==> src/rtl/reg_heap_ctrl.sv <==
// ID-stage core: 32x32 register heap (2 async read ports, 1 sync write port) plus main/ALU decoder.
// Define REGHEAP_BYPASS_EN to forward same-cycle write data to matching read ports.
module reg_heap_ctrl #(
  parameter int NREGS = 32,
  parameter int DW    = 32
) (
  input  logic          clk,
  input  logic          rst,
  input  logic [4:0]    addr_a,
  input  logic [4:0]    addr_b,
  input  logic [4:0]    addr_w,
  input  logic [DW-1:0] data_w,
  input  logic          write_reg,
  output logic [DW-1:0] data_a,
  output logic [DW-1:0] data_b,
  input  logic [5:0]    opcode,
  input  logic [5:0]    funct,
  input  logic [15:0]   imm16,
  output logic          imm_s,
  output logic [31:0]   imm_ext,
  output logic          reg_write_ctl,
  output logic          reg_dst,
  output logic          alu_src,
  output logic [3:0]    alu_op,
  output logic          mem_read,
  output logic          mem_write,
  output logic          mem_to_reg,
  output logic          branch_eq,
  output logic          branch_ne,
  output logic          jump,
  output logic          jump_reg,
  output logic          link,
  output logic          illegal
);

  localparam int AW = $clog2(NREGS);

  localparam logic [3:0] ALU_ADD  = 4'd0;
  localparam logic [3:0] ALU_SUB  = 4'd1;
  localparam logic [3:0] ALU_AND  = 4'd2;
  localparam logic [3:0] ALU_OR   = 4'd3;
  localparam logic [3:0] ALU_XOR  = 4'd4;
  localparam logic [3:0] ALU_NOR  = 4'd5;
  localparam logic [3:0] ALU_SLT  = 4'd6;
  localparam logic [3:0] ALU_SLTU = 4'd7;
  localparam logic [3:0] ALU_SLL  = 4'd8;
  localparam logic [3:0] ALU_SRL  = 4'd9;
  localparam logic [3:0] ALU_SRA  = 4'd10;
  localparam logic [3:0] ALU_LUI  = 4'd11;

  logic [DW-1:0] reg_file [NREGS];

  always_ff @(posedge clk) begin
    if (rst) begin
      for (int i = 0; i < NREGS; i++) begin
        reg_file[i] <= '0;
      end
    end else if (write_reg && (addr_w != 5'd0)) begin
      reg_file[addr_w[AW-1:0]] <= data_w;
    end
  end

  // Register 0 is forced to zero on the read side, so its storage is never consulted.
  function automatic logic [DW-1:0] read_port(input logic [4:0] addr);
    logic [DW-1:0] val;
    val = reg_file[addr[AW-1:0]];
`ifdef REGHEAP_BYPASS_EN
    if (write_reg && (addr_w != 5'd0) && (addr_w == addr)) begin
      val = data_w;
    end
`else
`endif
    if (addr == 5'd0) begin
      val = '0;
    end
    return val;
  endfunction

  always_comb begin
    data_a = read_port(addr_a);
    data_b = read_port(addr_b);
  end

  assign imm_ext = {{16{imm_s & imm16[15]}}, imm16};

  always_comb begin
    imm_s         = 1'b0;
    reg_write_ctl = 1'b0;
    reg_dst       = 1'b0;
    alu_src       = 1'b0;
    alu_op        = ALU_ADD;
    mem_read      = 1'b0;
    mem_write     = 1'b0;
    mem_to_reg    = 1'b0;
    branch_eq     = 1'b0;
    branch_ne     = 1'b0;
    jump          = 1'b0;
    jump_reg      = 1'b0;
    link          = 1'b0;
    illegal       = 1'b0;
    case (opcode)
      6'h00: begin
        reg_dst       = 1'b1;
        reg_write_ctl = 1'b1;
        case (funct)
          6'h20, 6'h21: alu_op = ALU_ADD;
          6'h22, 6'h23: alu_op = ALU_SUB;
          6'h24:        alu_op = ALU_AND;
          6'h25:        alu_op = ALU_OR;
          6'h26:        alu_op = ALU_XOR;
          6'h27:        alu_op = ALU_NOR;
          6'h2A:        alu_op = ALU_SLT;
          6'h2B:        alu_op = ALU_SLTU;
          6'h00:        alu_op = ALU_SLL;
          6'h02:        alu_op = ALU_SRL;
          6'h03:        alu_op = ALU_SRA;
          6'h08: begin
            jump_reg      = 1'b1;
            reg_write_ctl = 1'b0;
          end
          default: begin
            illegal       = 1'b1;
            reg_write_ctl = 1'b0;
          end
        endcase
      end
      6'h08, 6'h09: begin
        alu_src = 1'b1; reg_write_ctl = 1'b1; imm_s = 1'b1; alu_op = ALU_ADD;
      end
      6'h0A: begin
        alu_src = 1'b1; reg_write_ctl = 1'b1; imm_s = 1'b1; alu_op = ALU_SLT;
      end
      6'h0B: begin
        alu_src = 1'b1; reg_write_ctl = 1'b1; imm_s = 1'b1; alu_op = ALU_SLTU;
      end
      6'h0C: begin
        alu_src = 1'b1; reg_write_ctl = 1'b1; alu_op = ALU_AND;
      end
      6'h0D: begin
        alu_src = 1'b1; reg_write_ctl = 1'b1; alu_op = ALU_OR;
      end
      6'h0E: begin
        alu_src = 1'b1; reg_write_ctl = 1'b1; alu_op = ALU_XOR;
      end
      6'h0F: begin
        alu_src = 1'b1; reg_write_ctl = 1'b1; alu_op = ALU_LUI;
      end
      6'h23: begin
        alu_src = 1'b1; imm_s = 1'b1; alu_op = ALU_ADD;
        mem_read = 1'b1; mem_to_reg = 1'b1; reg_write_ctl = 1'b1;
      end
      6'h2B: begin
        alu_src = 1'b1; imm_s = 1'b1; alu_op = ALU_ADD; mem_write = 1'b1;
      end
      6'h04: begin
        branch_eq = 1'b1; imm_s = 1'b1; alu_op = ALU_SUB;
      end
      6'h05: begin
        branch_ne = 1'b1; imm_s = 1'b1; alu_op = ALU_SUB;
      end
      6'h02: jump = 1'b1;
      6'h03: begin
        jump = 1'b1; link = 1'b1; reg_write_ctl = 1'b1;
      end
      default: illegal = 1'b1;
    endcase
  end

endmodule

==> config.mk <==
export PLATFORM = sky130hd
export DESIGN_NAME = reg_heap_ctrl
export DESIGN_NICKNAME = d
export VERILOG_FILES = /design/src/rtl/reg_heap_ctrl.sv
export SDC_FILE = /design/constraint.sdc
export NUM_CORES = 2
export LEC_CHECK = 0
export ABC_AREA = 1
export CAP_MARGIN = 40
export CELL_PAD_IN_SITES_DETAIL_PLACEMENT = 1
export CELL_PAD_IN_SITES_GLOBAL_PLACEMENT = 1
export CORE_UTILIZATION = 25
export CTS_BUF_LIST = sky130_fd_sc_hd__clkbuf_4 sky130_fd_sc_hd__clkbuf_8
export CTS_CLUSTER_SIZE = 40
export DETAILED_ROUTE_END_ITERATION = 8
export PLACE_DENSITY_LB_ADDON = 0.2
export SYNTH_ARGS = -nofsm -noshare
export SYNTH_HDL_FRONTEND = slang
export SYNTH_SLANG_ARGS = --single-unit
==> constraint.sdc <==
create_clock -name clk -period 7.5 [get_ports clk]
set_clock_uncertainty 0.2 [all_clocks]
set_input_delay 2.25 -clock clk [delete_from_list [all_inputs] [get_ports clk]]
set_output_delay 2.25 -clock clk [all_outputs]
set_load 0.05 [all_outputs]
## Word-level counts from Yosys, hierarchy flattened

Memory sizes are Yosys's and may differ from the RTL's.
Index checks and enable logic that the tools add are counted.

| storage, ports and cells | value |
|---|---|
| memories kept | 1 |
| memory bits (writable) | 1024 |
| flip-flop bits (word level) | 0 |
| word-level logic and storage cells | 72 |
| input bits | 78 |
| output and inout port bits | 113 |

| cells by class | value |
|---|---|
| eq/ne operators | 27 |
| reduce and logical (&&, ||, !) cells | 16 |
| bitwise operators | 1 |
| muxes and demuxes | 27 |

Memory list:

| name | depth | width | rd ports | clocked after memory_dff | wr ports | line | RTL |
|---|---|---|---|---|---|---|---|
| reg_file | 32 | 32 | 2 | 0 | 32 | 51 | `logic [DW-1:0] reg_file [NREGS];` |

Operators with widths:

| operator | number |
|---|---|
| 32-bit 2-to-1 mux | 3 |
| 6-bit == test (second input constant) | 12 |
| 6-bit by 4-bit == test with 1-bit output (second input constant) | 9 |
| 4-bit case mux with 10 select lines | 1 |
| 4-bit case mux with 8 select lines | 1 |
| 32-bit OR reduction | 1 |
| 14-bit OR reduction | 2 |
| 6-bit by 2-bit == test with 1-bit output (second input constant) | 4 |
| 10-bit OR reduction | 2 |
| 1-bit 2-to-1 mux | 19 |
| 13-bit OR reduction | 1 |
| 6-bit by 3-bit == test with 1-bit output (second input constant) | 2 |
| 6-bit zero test | 2 |
| 5-bit zero test | 2 |
| 8-bit OR reduction | 1 |
| 2-bit OR reduction | 3 |
| 5-bit 2-to-1 mux | 1 |
| 5-bit nonzero test | 1 |
| 1-bit case mux with 2 select lines | 2 |
| 1-bit bitwise AND | 1 |
| 1-bit logical AND | 1 |

## Longest topological paths before layout

| logic depth | value |
|---|---|
| word-level depth | 7 |
| gate-level depth with buffers | 13 |
| depth with buffers taken out | 10 |

## Least setup slack after synthesis

No wires, ideal clock.

| path | value |
|---|---|
| path type | input port to output port |
| from | input opcode[4] |
| to | output imm_ext[17] |
| stages on the path | 6 |
| setup slack | 242 ps |
| data required time | 5050 ps |
| buffers on the path | 1 |
| data arrival time | 4808 ps |
| path through | nor2_1 -> nand2_1 -> o21ai_0 -> nand2_1 -> inv_1 -> buf_4 |

| on the way | value |
|---|---|
| word-level cells in the longest chain between the ends | 4 |
| elaborated cells between the ends (all ways) | 11 |
| classes of those cells | eq/ne (8); mux (1); bitwise (1); reduce/logical (1) |

RTL lines:

| what | line | RTL |
|---|---|---|
| start, declared | 16 | `input logic [5:0] opcode,` |
| 6-bit by 3-bit == test with 1-bit output, or another cell as far along | 101 | `case (opcode)` |
| 8-bit OR reduction (no line) * | -- |  |
| 1-bit 2-to-1 mux * | 101 |  |
| via imm_s | 19 | `output logic imm_s,` |
| 1-bit bitwise AND * | 84 | `assign imm_ext = {{16{imm_s & imm16[15]}}, imm16};` |
| end, declared | 20 | `output logic [31:0] imm_ext,` |

The timed path passes the listed nets; every way through them passes the cells marked *.

## Final worst setup path

| path | value |
|---|---|
| from | input addr_b[0] |
| to | output data_b[9] |

| on the way | value |
|---|---|
| word-level cells in the longest chain between the ends | 2 |
| elaborated cells between the ends (all ways) | 3 |
| classes of those cells | mux (1); reduce/logical (1); memory (1) |

RTL lines:

| what | line | RTL |
|---|---|---|
| start, declared | 10 | `input logic [4:0] addr_b,` |
| memory 32 x 32 bit / 5-bit zero test (equally long branches) | -- |  |
| 32-bit 2-to-1 mux * | 73 | `if (addr == 5'd0) begin` |
| end, declared | 15 | `output logic [DW-1:0] data_b,` |

Every way passes the cells marked *; elsewhere a longest branch is shown, timed or not.

==> results.cfg <==
[worst_setup_path]
worst_ep_required_time_ns = 5.05
cp_max_fo = 44
cp-start-kind = primary input
cp_data_arrival_time_ns = 4.82
cp-end-kind = output pin
crit_type = primary input to output pin

[synthesis]
ys_warn_count = 0
netlist_area_sq_um = 57100
synthAdderAreaFrac = 0
syn_avg_cell_area_sq_um = 7.77
synth_compound_area_frac = 0.0232
synth_cell_types = 22
synth_top_family_by_area = simple AND/OR/NAND/NOR gates
synthSimpleGateAreaFrac = 0.378
synth-xor-area-share = 0
synthCells = 7341
synth.area.mux_share = 0
ys_ff_latch = 1024
ys_seq_area_frac = 0.539

[route]
drc = 0
wl_met1_mm = 120
drtIter0Drc = 4514
routed.top_layer = met5
wl_per_cell_microns = 26.7
dr_wl_met2_mm = 133
dr_wl_met3_mm = 15.7
via_count = 54341
ant_nets = 0
vias_per_cell = 5.14
firstDrtPassIters = 6
wl_mm = 282

[cts]
post_cts_buffers = 0
cts_inserted_buffers = 199
clockBufferDepth = 3
cts-root-buf = clkbuf_8
cts_sinks = 1024
cts_hold_buf = 0
h-tree-depth = 4
cts_tree = built
post_cts_resized = 0
clkTransAtPathRegs_ns = 0.05

[cells_and_area]
layout_commonest_cell = nand2_1
final_cells = 10565
syn_to_final_growth_pct = 18.0
nNetsFinal = 7467
largestRegisters = reg_file: 1024 flops
final_cell_mix = nand2_1 (2518), nand3_1 (1382), nor2_1 (1303)
n_fill_cell = 26962
drive_gt1_frac = 0.103
regMostFlops = reg_file
largest_reg_flops = 1024

[global_routing]
grt_pass1_wl_mm = 402
grt_antenna_before_repair = 7
first_global_vias = 56167
grt_max_degree = 88
track_usage = 0.241
globalRoute.totalOverflow = 0

[floorplanning]
coreArea_sq_um = 227000
die-area_sq_um = 230000
start_util = 0.251
num_io_pins = 191
die_height_microns = 480
rows = 175
die_w_microns = 480

[sta]
period_minus_slack_ns = 7.27
relSlewSlack = 0.392
hold_violations = 0
fmax_ghz = 0.137
fin_hold_ws_ns = 1.83
min_period_over_period = 0.970
worstMarginPinSlew_ns = 0.911
rsz0062_at_grt = no
setup_viol = 0
slew_viol_final = 0
tns_ns = 0

[hold_path]
hold_path_class = primary input to register

[place]
dp.cells = 10197
place.gp.congestion = 0.861
place_hpwl_mm = 174
port_buffers = 160

[pwr]
p_leak_nw = 27.7
p_per_area_nw_per_um2 = 222
vdd_drop_max_mv = 0.200

[outcome]
status = completed

[flow_run]
drv_cap = 0
[area by class of cell]
cell class,instances,area (sq um),area share
inverter,108,449,0.00667
timing repair buffer,485,5460,0.0810
clock inverter,84,370,0.00550
clock buffer,276,3350,0.0498
antenna,8,20.0,0.000297
multi-input combinational,5571,23200,0.344
sequential,1024,30700,0.457
tap,3009,3760,0.0559
[stage by stage]
| step | cell area (sq um) | total power, mW | utilization | setup WS, ns |
|---|---|---|---|---|
| after floorplan | 57200 | 8.22 | - | 0.242 |
| after global placement | 63500 | 9.44 | 0.280 | 0.324 |
| after detailed placement | 63600 | 9.48 | 0.280 | 0.312 |
| after CTS | 67300 | 15.0 | 0.296 | 0.311 |
| after global routing | 67300 | 15.4 | 0.296 | 0.0663 |
| final | 67300 | 14.9 | 0.296 | 0.226 |
[Yosys cell counts]
library cell,instances,area share
inv_1,102,0.0067
nand3_1,1384,0.12
a21oi_1,109,0.0096
nor3_1,13,0.0011
o21ai_1,3,0.00026
edfxtp_1,1024,0.54
a211oi_1,1,0.00013
buf_1,85,0.0056
clkbuf_1,272,0.018
clkinv_1,2,0.00013
nand2_1,2573,0.17
buf_2,267,0.023
o22ai_1,1,0.00011
nor2_1,1303,0.086
conb_1,1,0.000066
o311ai_0,1,0.00015
o211ai_1,2,0.00026
nand4_1,4,0.00044
clkbuf_2,1,0.000088
inv_2,4,0.00026
o21ai_0,145,0.013
buf_4,44,0.0058
[critical path, stage by stage]
cell     delay, ns
buf_8         0.20
inv_8         0.25
buf_12        0.27
buf_12        0.31
nand2_1       0.10
nand3_1       0.08
nand2_1       0.07
nand2_1       0.06
nand2_1       0.05
nor2_1        0.29
nor2_1        0.21
nor2_1        0.38
buf_12        0.19
[power by group]
part | switching, mW | leakage [nW] | internal (mW) | total, mW
Sequential | 0.165 | 9.75 | 6.62 | 6.78
Clock | 2.66 | 1.97 | 2.86 | 5.52
Combinational | 1.86 | 16.0 | 0.745 | 2.61
[path summary, 6_finish.rpt]
check	start	to	slack [ns]	cells after the start
worst max-delay path	addr_b[0]	data_b[9]	0.23	13
worst min-delay path	rst	reg_file[0][24]$_SDFFCE_PN0P_	1.83	2
[kinds of logic after synthesis]
kind of cell           count (synthesis)
AND/OR/NAND/NOR                     5277
other                                  1
flip-flops                          1024
buffers and inverters                777
AO/OA/AOI/OAI                        262
[routing by layer]
layer,up-vias,global-route usage
met1,27804,0.307
met3,519,0.0339
met2,1796,0.400
met5,-,0
li1,24220,-
met4,2,0.116
Note: power is estimated with default switching activity, not from simulation.
